File: config.mk
export PLATFORM = sky130hd
export DESIGN_NAME = sync_timing_gen
export DESIGN_NICKNAME = d
export VERILOG_FILES = /design/src/rtl/sync_timing_gen_pkg.sv /design/src/rtl/sync_timing_gen_counterN_en.sv /design/src/rtl/sync_timing_gen.sv
export SDC_FILE = /design/constraint.sdc
export NUM_CORES = 1
export LEC_CHECK = 0
export CORE_MARGIN = 10
export CORE_UTILIZATION = 51
export CTS_CLUSTER_DIAMETER = 120
export DETAILED_ROUTE_END_ITERATION = 6
export GPL_TIMING_DRIVEN = 1
export PLACE_DENSITY = 0.85
export SLEW_MARGIN = 20
export SYNTH_ARGS = -nofsm -noshare
export SYNTH_HDL_FRONTEND = slang
export SYNTH_SLANG_ARGS = --single-unit
File: constraint.sdc
create_clock -name clk -period 6.1 [get_ports clk]
set_clock_uncertainty 0.15 [all_clocks]
set_input_delay 1.22 -clock clk [delete_from_list [all_inputs] [get_ports clk]]
set_output_delay 1.22 -clock clk [all_outputs]
set_load 0.05 [all_outputs]
File: src/rtl/sync_timing_gen_pkg.sv
// Shared phase encoding and standard 640x480@60 timing constants
// for the sync timing generator and its wrappers.
package sync_timing_gen_pkg;

  typedef enum logic [1:0] {
    PH_SYNC = 2'd0,
    PH_BP   = 2'd1,
    PH_ACT  = 2'd2,
    PH_FP   = 2'd3
  } phase_e;

  localparam int H_SYNC = 96;
  localparam int H_BP   = 48;
  localparam int H_ACT  = 640;
  localparam int H_FP   = 16;

  localparam int V_SYNC = 2;
  localparam int V_BP   = 33;
  localparam int V_ACT  = 480;
  localparam int V_FP   = 10;

  function automatic phase_e next_phase(input phase_e p);
    phase_e n;
    n = PH_SYNC;
    unique case (p)
      PH_SYNC: n = PH_BP;
      PH_BP:   n = PH_ACT;
      PH_ACT:  n = PH_FP;
      PH_FP:   n = PH_SYNC;
      default: n = PH_SYNC;
    endcase
    return n;
  endfunction

endpackage

File: src/rtl/sync_timing_gen_counterN_en.sv
// Enabled up-counter with synchronous clear; clear wins over enable.
// Used as the position-within-phase counter.
module counterN_en #(
  parameter int W = 10
) (
  input  logic         clk,
  input  logic         i_clr,
  input  logic         i_en,
  output logic [W-1:0] o_cnt
);

  logic [W-1:0] cnt_q;
  logic [W-1:0] cnt_d;

  // next count: clear, increment on enable, else hold
  always_comb begin
    cnt_d = cnt_q;
    if (i_clr) begin
      cnt_d = '0;
    end else if (i_en) begin
      cnt_d = cnt_q + W'(1);
    end
  end

  // count register
  always_ff @(posedge clk) begin
    cnt_q <= cnt_d;
  end

  assign o_cnt = cnt_q;

endmodule

File: src/rtl/sync_timing_gen.sv
// Generic sync/porch/active timing generator: one instance per axis,
// vertical cascades off the horizontal o_last.
module sync_timing_gen
  import sync_timing_gen_pkg::*;
#(
  parameter int   SYNC_LEN = 2,
  parameter int   BP_LEN   = 33,
  parameter int   ACT_LEN  = 480,
  parameter int   FP_LEN   = 10,
  parameter int   CNT_W    = 10,
  parameter int   IDX_W    = 9,
  parameter logic SYNC_POL = 1'b1
) (
  input  logic             clk,
  input  logic             i_sclr,
  input  logic             i_en,
  output logic             o_sync,
  output logic             o_act,
  output logic [IDX_W-1:0] o_idx,
  output logic             o_last,
  output logic [1:0]       o_phase
);

  localparam logic [CNT_W-1:0] SYNC_M1 = CNT_W'(SYNC_LEN - 1);
  localparam logic [CNT_W-1:0] BP_M1   = CNT_W'(BP_LEN - 1);
  localparam logic [CNT_W-1:0] ACT_M1  = CNT_W'(ACT_LEN - 1);
  localparam logic [CNT_W-1:0] FP_M1   = CNT_W'(FP_LEN - 1);

  localparam int MAX_LEN =
    (SYNC_LEN > BP_LEN ? SYNC_LEN : BP_LEN) >
    (ACT_LEN > FP_LEN ? ACT_LEN : FP_LEN) ?
    (SYNC_LEN > BP_LEN ? SYNC_LEN : BP_LEN) :
    (ACT_LEN > FP_LEN ? ACT_LEN : FP_LEN);

  if (SYNC_LEN < 1 || BP_LEN < 1 || ACT_LEN < 1 || FP_LEN < 1) begin : g_len_chk
    $error("sync_timing_gen: zero phase length is illegal");
  end

  if ((64'd1 << CNT_W) < 64'(MAX_LEN)) begin : g_cnt_chk
    $error("sync_timing_gen: CNT_W too small for longest phase");
  end

  phase_e           state_q;
  phase_e           state_d;
  logic [CNT_W-1:0] cnt;
  logic [CNT_W-1:0] len_m1;
  logic             wrap;
  logic             clr;

  // last count value of the current phase
  always_comb begin
    len_m1 = SYNC_M1;
    unique case (state_q)
      PH_SYNC: len_m1 = SYNC_M1;
      PH_BP:   len_m1 = BP_M1;
      PH_ACT:  len_m1 = ACT_M1;
      PH_FP:   len_m1 = FP_M1;
      default: len_m1 = SYNC_M1;
    endcase
  end

  assign wrap = (cnt == len_m1);
  assign clr  = i_sclr | (i_en & wrap);

  counterN_en #(
    .W (CNT_W)
  ) u_cnt (
    .clk   (clk),
    .i_clr (clr),
    .i_en  (i_en),
    .o_cnt (cnt)
  );

  // next phase: advance only on an enabled tick at phase end
  always_comb begin
    state_d = state_q;
    if (i_en && wrap) begin
      state_d = next_phase(state_q);
    end
  end

  // phase register, clear has priority over enable
  always_ff @(posedge clk) begin
    if (i_sclr) begin
      state_q <= PH_SYNC;
    end else begin
      state_q <= state_d;
    end
  end

  // Moore output decode from registered phase and count only
  always_comb begin
    o_sync  = ~SYNC_POL;
    o_act   = 1'b0;
    o_idx   = '0;
    o_last  = 1'b0;
    o_phase = state_q;
    unique case (state_q)
      PH_SYNC: o_sync = SYNC_POL;
      PH_ACT: begin
        o_act = 1'b1;
        o_idx = IDX_W'(cnt);
      end
      PH_FP:   o_last = (cnt == FP_M1);
      default: ;
    endcase
  end

endmodule
Word-level counts from Yosys, hierarchy flattened:

Index checks and enable logic that the tools add are counted.

* bits in latches: 0
* bits in writable memories: 0
* logic and storage cells: 18
* flip-flop bits (word level): 12
* ROM bits: 0
* output and inout bits: 14
* memories kept: 0
* input bits: 3

* bitwise gates (word level): 2
* equality and inequality tests: 5
* multiplexer cells: 6
* magnitude comparators: 0
* shifts and indexed selects: 0
* div/mod/pow operators: 0
* $mul: 0
* reduce and logical (&&, ||, !) cells: 2
* $add $sub $neg: 1

Operator list (count)
* one-hot mux 10 bit (4 select lines): 1
* adder 10 x 1 -> 10 bit, second input constant: 1
* == test 10 bit: 1
* == test 10 x 4 -> 1 bit, second input constant: 1
* 2-to-1 mux 9 bit: 1
* one-hot mux 2 bit (4 select lines): 1
* == test 2 bit, second input constant: 2
* 2-to-1 mux 1 bit: 3
* == test 2 x 1 -> 1 bit, second input constant: 1
* zero test 2 bit: 1
* AND 1 bit: 1
* logical AND 1 bit: 1
* OR 1 bit: 1

Logic depth before layout (Yosys ltp):

Gate-level depths: netlist (run 1).

* depth in word-level cells: 5
* depth in mapped cells: 8

Hierarchy:

A second synthesis (run 1) with hierarchy kept.

* cell total of the unflattened synthesis: 85
* area, all modules: 812.0 um^2

Modules (own cells, without submodules)
* counterN_en: cells an instance 49, sequential area each 200.2 um^2, area an instance 440.4 um^2, instances 1
* sync_timing_gen: cells an instance 36, sequential area each 40.0 um^2, area an instance 371.6 um^2, instances 1

Least setup slack after synthesis (run 1):

Ideal clock, no wire load.

* kind: register to output
* from: register state_q[1] (netlist: o_phase[1])
* to: output port o_idx[1]
* required time: 4.730 ns
* cell stages (with the launch flop): 3
* arrival: 1.979 ns
* path slack: 2.751 ns
* cell sequence: dfxtp_1 ha_1 ha_1

* word-level cells in the longest chain between the ends: 2

Ends and longest elaborated chain
* start, declared: RTL line sync_timing_gen.sv:43 `phase_e state_q;`
* start signal, assigned: RTL line sync_timing_gen.sv:87 `state_q <= state_d;`
* == test 2 bit: RTL line sync_timing_gen.sv:98 `unique case (state_q)`
* 2-to-1 mux 9 bit: RTL line sync_timing_gen.sv:98
* end, declared: RTL line sync_timing_gen.sv:19 `output logic [IDX_W-1:0] o_idx,`

No other way between the ends.

Worst setup path after layout (run 1):

* from: register state_q[0] (netlist: o_phase[0])
* to: output port o_idx[2]

Same word-level chain as after synthesis.

==> results of run 1 <==
## registers in the layout (all words and copies together) (netlist names)
signal	cells
u_cnt.o_cnt	10
o_phase	2
## worst min-delay path: cells and delay by family, from the launching register on
family | cells | cell delay, ps
flops | 1 | 380
simple gates | 1 | 80
xor+xnor | 1 | 80
## synthesized netlist by cell type
cell,count
xor2_2,1
xnor2_1,1
nor4b_1,1
and4_1,2
nor2_1,11
a211oi_1,2
nand3_1,4
and3_1,2
or4_1,1
a211oi_4,1
clkbuf_1,1
nor4_1,1
buf_4,1
nand2_1,1
and2_1,4
or3b_2,1
inv_1,4
nand4_1,3
o21bai_1,1
a21oi_1,1
nand3b_1,1
xor2_1,8
dfxtp_1,12
a21o_1,1
a311oi_1,1
a41o_1,1
ha_1,12
or4b_4,1
## logic make-up (layout without fill, tap and decap cells)
| family | Yosys count | in the layout | synth area share, % |
|---|---|---|---|
| buffers and inverters | 6 | 24 | 3.38 |
| DFF | 12 | 12 | 30.9 |
| and+or+nand+nor | 33 | 33 | 24.6 |
| xor gates and xnor gates | 10 | 10 | 12.2 |
| adders and majority gates | 12 | 12 | 19.3 |
| AOI/OAI and AO/OA | 8 | 8 | 9.50 |
## final cells by class
cell class                 instances  area, µm²  area share, %
tap                               16       20.0           2.04
timing repair buffer              16        160           16.3
clock buffer                       4       36.3           3.69
inverter                           4       15.0           1.53
sequential                        12        240           24.5
multi-input combinational         63        510           52.0
## metal layers
layer | global-route usage [%] | wire length (µm) | vias to the layer above
met5 | 0 | 0 | -
met4 | 4.92 | 22 | 0
met3 | 1.50 | 70 | 2
met2 | 15.9 | 824 | 10
met1 | 12.7 | 789 | 291
li1 | - | - | 325
## how the worst max path moves through the flow
stage	to	cells after the start
final	o_idx[2]	4
after global routing	o_idx[2]	4
after CTS	o_idx[7]	4
after detailed placement	u_cnt.o_cnt[4]	5
after global placement	u_cnt.o_cnt[1]	5
after floorplan	o_idx[1]	2
## metrics by stage
step / instance area (µm²) / utilization, % / worst slack [ps]
3_5_place_dp: 946 / 64.3 / 2640
5_1_grt: 982 / 66.8 / 2440
3_3_place_gp: 946 / 64.3 / 2700
2_1_floorplan: 777 / - / 2750
4_1_cts: 982 / 66.8 / 2520
6_report: 982 / 66.8 / 2540
## where the power goes
group          leakage [nW]  internal, mW  total, mW  switching, mW
registers            0.0972        0.0807     0.0842        0.00351
clock network        0.0210        0.0362     0.0624         0.0262
logic                 0.321        0.0118     0.0288         0.0170
total                 0.440         0.129      0.175         0.0468
==> results.cfg, run 1 <==
[status]
status = completed

[detailed_routing]
totalWireLength_um = 1710
drc_errors = 0
drtPass1Iterations = 4
num_vias = 628
avgRoutedWirePerCell_um = 14.8
avgViaCountPerCell = 5.46
ant_nets = 0
drtIter0Drc = 10

[die]
coreArea_um2 = 1470
die_y_um = 59.0
fp.dieW_um = 59.0
pin_count = 17
fp-row-count = 14
initial_core_util_pct = 52.8
die-area_um2 = 3480

[timing]
fin_crit_ps = 3560
rsz0062_at_grt = false
maxSlewViolCount = 0
setup_viol = 0
max_slew.worst_pin.slew_ps = 510
hold_violations = 0
timing.hold.ws_ps = 424
tns_ps = 0
max_clock_freq_ghz = 0.281
period_share_pct = 58.3
maxSlewHeadroom_pct = 65.9

[yosys]
syn_avg_cell_area_um2 = 9.59
synth_nets = 96
yosys_warnings = 0
synth_area_leader_cell = dfxtp_1
ys_ff_latch = 12
synthDominantCellAreaShare_pct = 30.9
ys_seq_area_share_pct = 30.9
syn_inst = 81
synthTopCellsByArea = dfxtp_1 31%, ha_1 19%, xor2_1 9.0%
synth_area_um2 = 777
synth.distinct_cells = 28

[finish]
final_cell_mix = 16 x clkdlybuf4s50_1, 12 x ha_1, 12 x dfxtp_1, 11 x nor2_1, 8 x xor2_1
nets = 115
drive_above_1_share_pct = 8.08
finalNonFillerCells = 115
mostFrequentLayoutCell = clkdlybuf4s50_1
antennaDiodeCount = 0
n_fill_cell = 128
syn_to_final_growth_pct = 26.4

[setup_path]
max_stage_delay_ps = 810
cp_slowest_cell = clkdlybuf4s50_1
path_cells = inv_1 -> ha_1 -> ha_1 -> clkdlybuf4s50_1
critPathCaptureType = output pin
critical_path_class = reg -> out
worst-endpoint-required_ps = 4730
crit_arrival_ps = 2190
cp-startpoint = o_phase[0]
ff2ff_path_depth = 7
path_buf_inv = 2
r2r_slack_ps = 3290
r2r_end = u_cnt.o_cnt[1]
r2r-start = o_phase[0]
path_delay_family = buffers and inverters
crit_fanout = 12
start_kind = register
cp_common_cell = ha_1

[cts]
cts_setup_buffers = 0
clock_tree.root_cell = clkbuf_4
htree_levels = 1
clk_path_buf_depth = 2
cts.sinks = 12
ctsHoldBuffers = 0
cts_inserted_buffers = 3
cts_resized = 0
clk_pin_slew_ps = 70
clk_latency_ps = 270
tritoncts = built

[place]
dpl.cell_count = 111
globalplace.congestion = 0.844
hpwl_um = 1320
port_buffers = 16

[global_route]
grt_max_degree = 13
grt_pass1_vias = 595
antenna_found_initial = 0
gr-total-overflow = 0
grtUsageTotal_pct = 9.98
grt_pass1_wl_um = 2810

[worst_hold_path]
hp-start = u_cnt.o_cnt[9]
hold_depth = 2
worstHoldPathType = reg -> reg
min_to = u_cnt.o_cnt[9]

[power]
leakage_nw = 0.440
peakVddDrop_v = 0.000143
power_density_nw_per_um2 = 179
finalPower_mw = 0.175

[job]
maxCapViolCount = 0
No activity file was read; power rests on OpenSTA's default activity.
==> run 2: changes to the inputs <==
--- a/config.mk
+++ b/config.mk
@@ -6,11 +6,11 @@
 export NUM_CORES = 1
 export LEC_CHECK = 0
 export CORE_MARGIN = 10
-export CORE_UTILIZATION = 51
+export CORE_UTILIZATION = 48
 export CTS_CLUSTER_DIAMETER = 120
 export DETAILED_ROUTE_END_ITERATION = 6
 export GPL_TIMING_DRIVEN = 1
-export PLACE_DENSITY = 0.85
+export PLACE_DENSITY = 0.81
 export SLEW_MARGIN = 20
 export SYNTH_ARGS = -nofsm -noshare
 export SYNTH_HDL_FRONTEND = slang
==> constraint.sdc (replaced) <==
create_clock -name clk -period 3.6 [get_ports clk]
set_clock_uncertainty 0.15 [all_clocks]
set_input_delay 0.72 -clock clk [delete_from_list [all_inputs] [get_ports clk]]
set_output_delay 0.72 -clock clk [all_outputs]
set_load 0.05 [all_outputs]
==> results.cfg, run 2 (synthesized netlist as in run 1, its figures left out) <==
[die]
fp-row-count = 14
fp.dieW_um = 60.2
die-area_um2 = 3630
pin_count = 17
coreArea_um2 = 1520
initial_core_util_pct = 51.0
die_y_um = 60.2

[finish]
drive_above_1_share_pct = 8.08
antennaDiodeCount = 0
n_fill_cell = 129
finalNonFillerCells = 115
nets = 115
fin_area_um2 = 982
final_cell_mix = 16 x clkdlybuf4s50_1, 12 x ha_1, 12 x dfxtp_1, 11 x nor2_1, 8 x xor2_1
syn_to_final_growth_pct = 26.4
mostFrequentLayoutCell = clkdlybuf4s50_1
largest_register_ffs = 10

[status]
status = completed

[detailed_routing]
totalWireLength_um = 1850
ant_nets = 0
drc_errors = 0
drtPass1Iterations = 4
num_vias = 659
avgRoutedWirePerCell_um = 16.1
avgViaCountPerCell = 5.73
drtIter0Drc = 17

[setup_path]
path_cells = inv_1 -> ha_1 -> ha_1 -> clkdlybuf4s50_1
critPathCaptureType = output pin
crit_arrival_ps = 2250
max_stage_delay_ps = 810
path_buf_inv = 2
critical_path_class = reg -> out
worst-endpoint-required_ps = 2730
path_delay_family = buffers and inverters
cp_common_cell = ha_1
start_kind = register
cp_slowest_cell = clkdlybuf4s50_1
crit_fanout = 12

[power]
finalPower_mw = 0.300
peakVddDrop_v = 0.000240
power_density_nw_per_um2 = 306
leakage_nw = 0.440

[timing]
period_share_pct = 86.5
max_slew.worst_pin.slew_ps = 509
max_clock_freq_ghz = 0.321
maxSlewViolCount = 0
fin_crit_ps = 3120
rsz0062_at_grt = false
maxSlewHeadroom_pct = 66.0
setup_viol = 0
tns_ps = 0
hold_violations = 0

[cts]
htree_levels = 1
cts_setup_buffers = 0
clk_pin_slew_ps = 80
clock_tree.root_cell = clkbuf_4
ctsHoldBuffers = 0
cts_inserted_buffers = 3
tritoncts = built
clk_latency_ps = 270
cts.sinks = 12
clk_path_buf_depth = 2
cts_resized = 0

[global_route]
grt_max_degree = 13
antenna_found_initial = 0
grt_pass1_vias = 656
grtUsageTotal_pct = 11.3
grt_pass1_wl_um = 3110
gr-total-overflow = 0

[place]
port_buffers = 16
placed_area_um2 = 946
hpwl_um = 1420
globalplace.congestion = 0.872
dpl.cell_count = 111

[job]
maxCapViolCount = 0

[worst_hold_path]
worstHoldPathType = reg -> reg
[run 2: cell counts in the layout (fill, tap and decap cells not counted)]
No cell type changed its count.
[run 2: area by class of cell]
class | count | area, µm² | share of cell area, %
Clock buffer | 4 | 36.3 | 3.69
Inverter | 4 | 15.0 | 1.53
Multi-Input combinational cell | 63 | 510 | 52.0
Sequential cell | 12 | 240 | 24.5
Tap cell | 16 | 20.0 | 2.04
Timing Repair Buffer | 16 | 160 | 16.3
[run 2: routing by layer]
layer  track usage [%]  routed length (µm)  up-vias
met1              13.7                 795      316
met3              4.45                 132        4
met2              17.4                 906       17
li1                  -                   -      322
met5                 0                   0        -
met4              4.81                  19        0
[run 2: path summary, 6_finish.rpt]
| kind | startpoint | to | slack [ps] | cells after the start |
|---|---|---|---|---|
| worst min-delay path | u_cnt.o_cnt[1] | u_cnt.o_cnt[1] | 410 | 2 |
| worst max-delay path | o_phase[0] | o_idx[1] | 480 | 4 |
| worst min register to register | u_cnt.o_cnt[1] | u_cnt.o_cnt[1] | 410 | 2 |
| worst max register to register | o_phase[0] | u_cnt.o_cnt[1] | 750 | 7 |
[run 2: stage by stage]
stage / hold WS (ps) / setup WS (ps) / util (%)
6_report: 409 / 484 / 64.4
5_1_grt: 432 / 366 / 64.4
4_1_cts: 409 / 470 / 64.4
3_5_place_dp: 402 / 641 / 62.1
3_3_place_gp: 374 / 709 / 62.1
2_1_floorplan: 345 / 442 / -
[run 2: worst min-delay path: stages (launching register included)]
cell	delay (ps)
dfxtp_1	350
nor2_1	110
a211oi_1	50
[run 2: power breakdown]
| part | switching, mW | leakage (nW) | internal, mW |
|---|---|---|---|
| clock network | 0.0471 | 0.0210 | 0.0615 |
| registers | 0.00612 | 0.0972 | 0.137 |
| logic | 0.0289 | 0.321 | 0.0199 |
| total | 0.0821 | 0.440 | 0.218 |
==> run 3: changes to the inputs <==
--- a/config.mk
+++ b/config.mk
@@ -7,11 +7,10 @@
 export LEC_CHECK = 0
 export CORE_MARGIN = 10
 export CORE_UTILIZATION = 48
-export CTS_CLUSTER_DIAMETER = 120
+export CTS_CLUSTER_DIAMETER = 30
 export DETAILED_ROUTE_END_ITERATION = 6
 export GPL_TIMING_DRIVEN = 1
 export PLACE_DENSITY = 0.81
-export SLEW_MARGIN = 20
 export SYNTH_ARGS = -nofsm -noshare
 export SYNTH_HDL_FRONTEND = slang
 export SYNTH_SLANG_ARGS = --single-unit
==> results of run 3 <==
No change in the layout: final DEF, timing and power equal those of run 2.
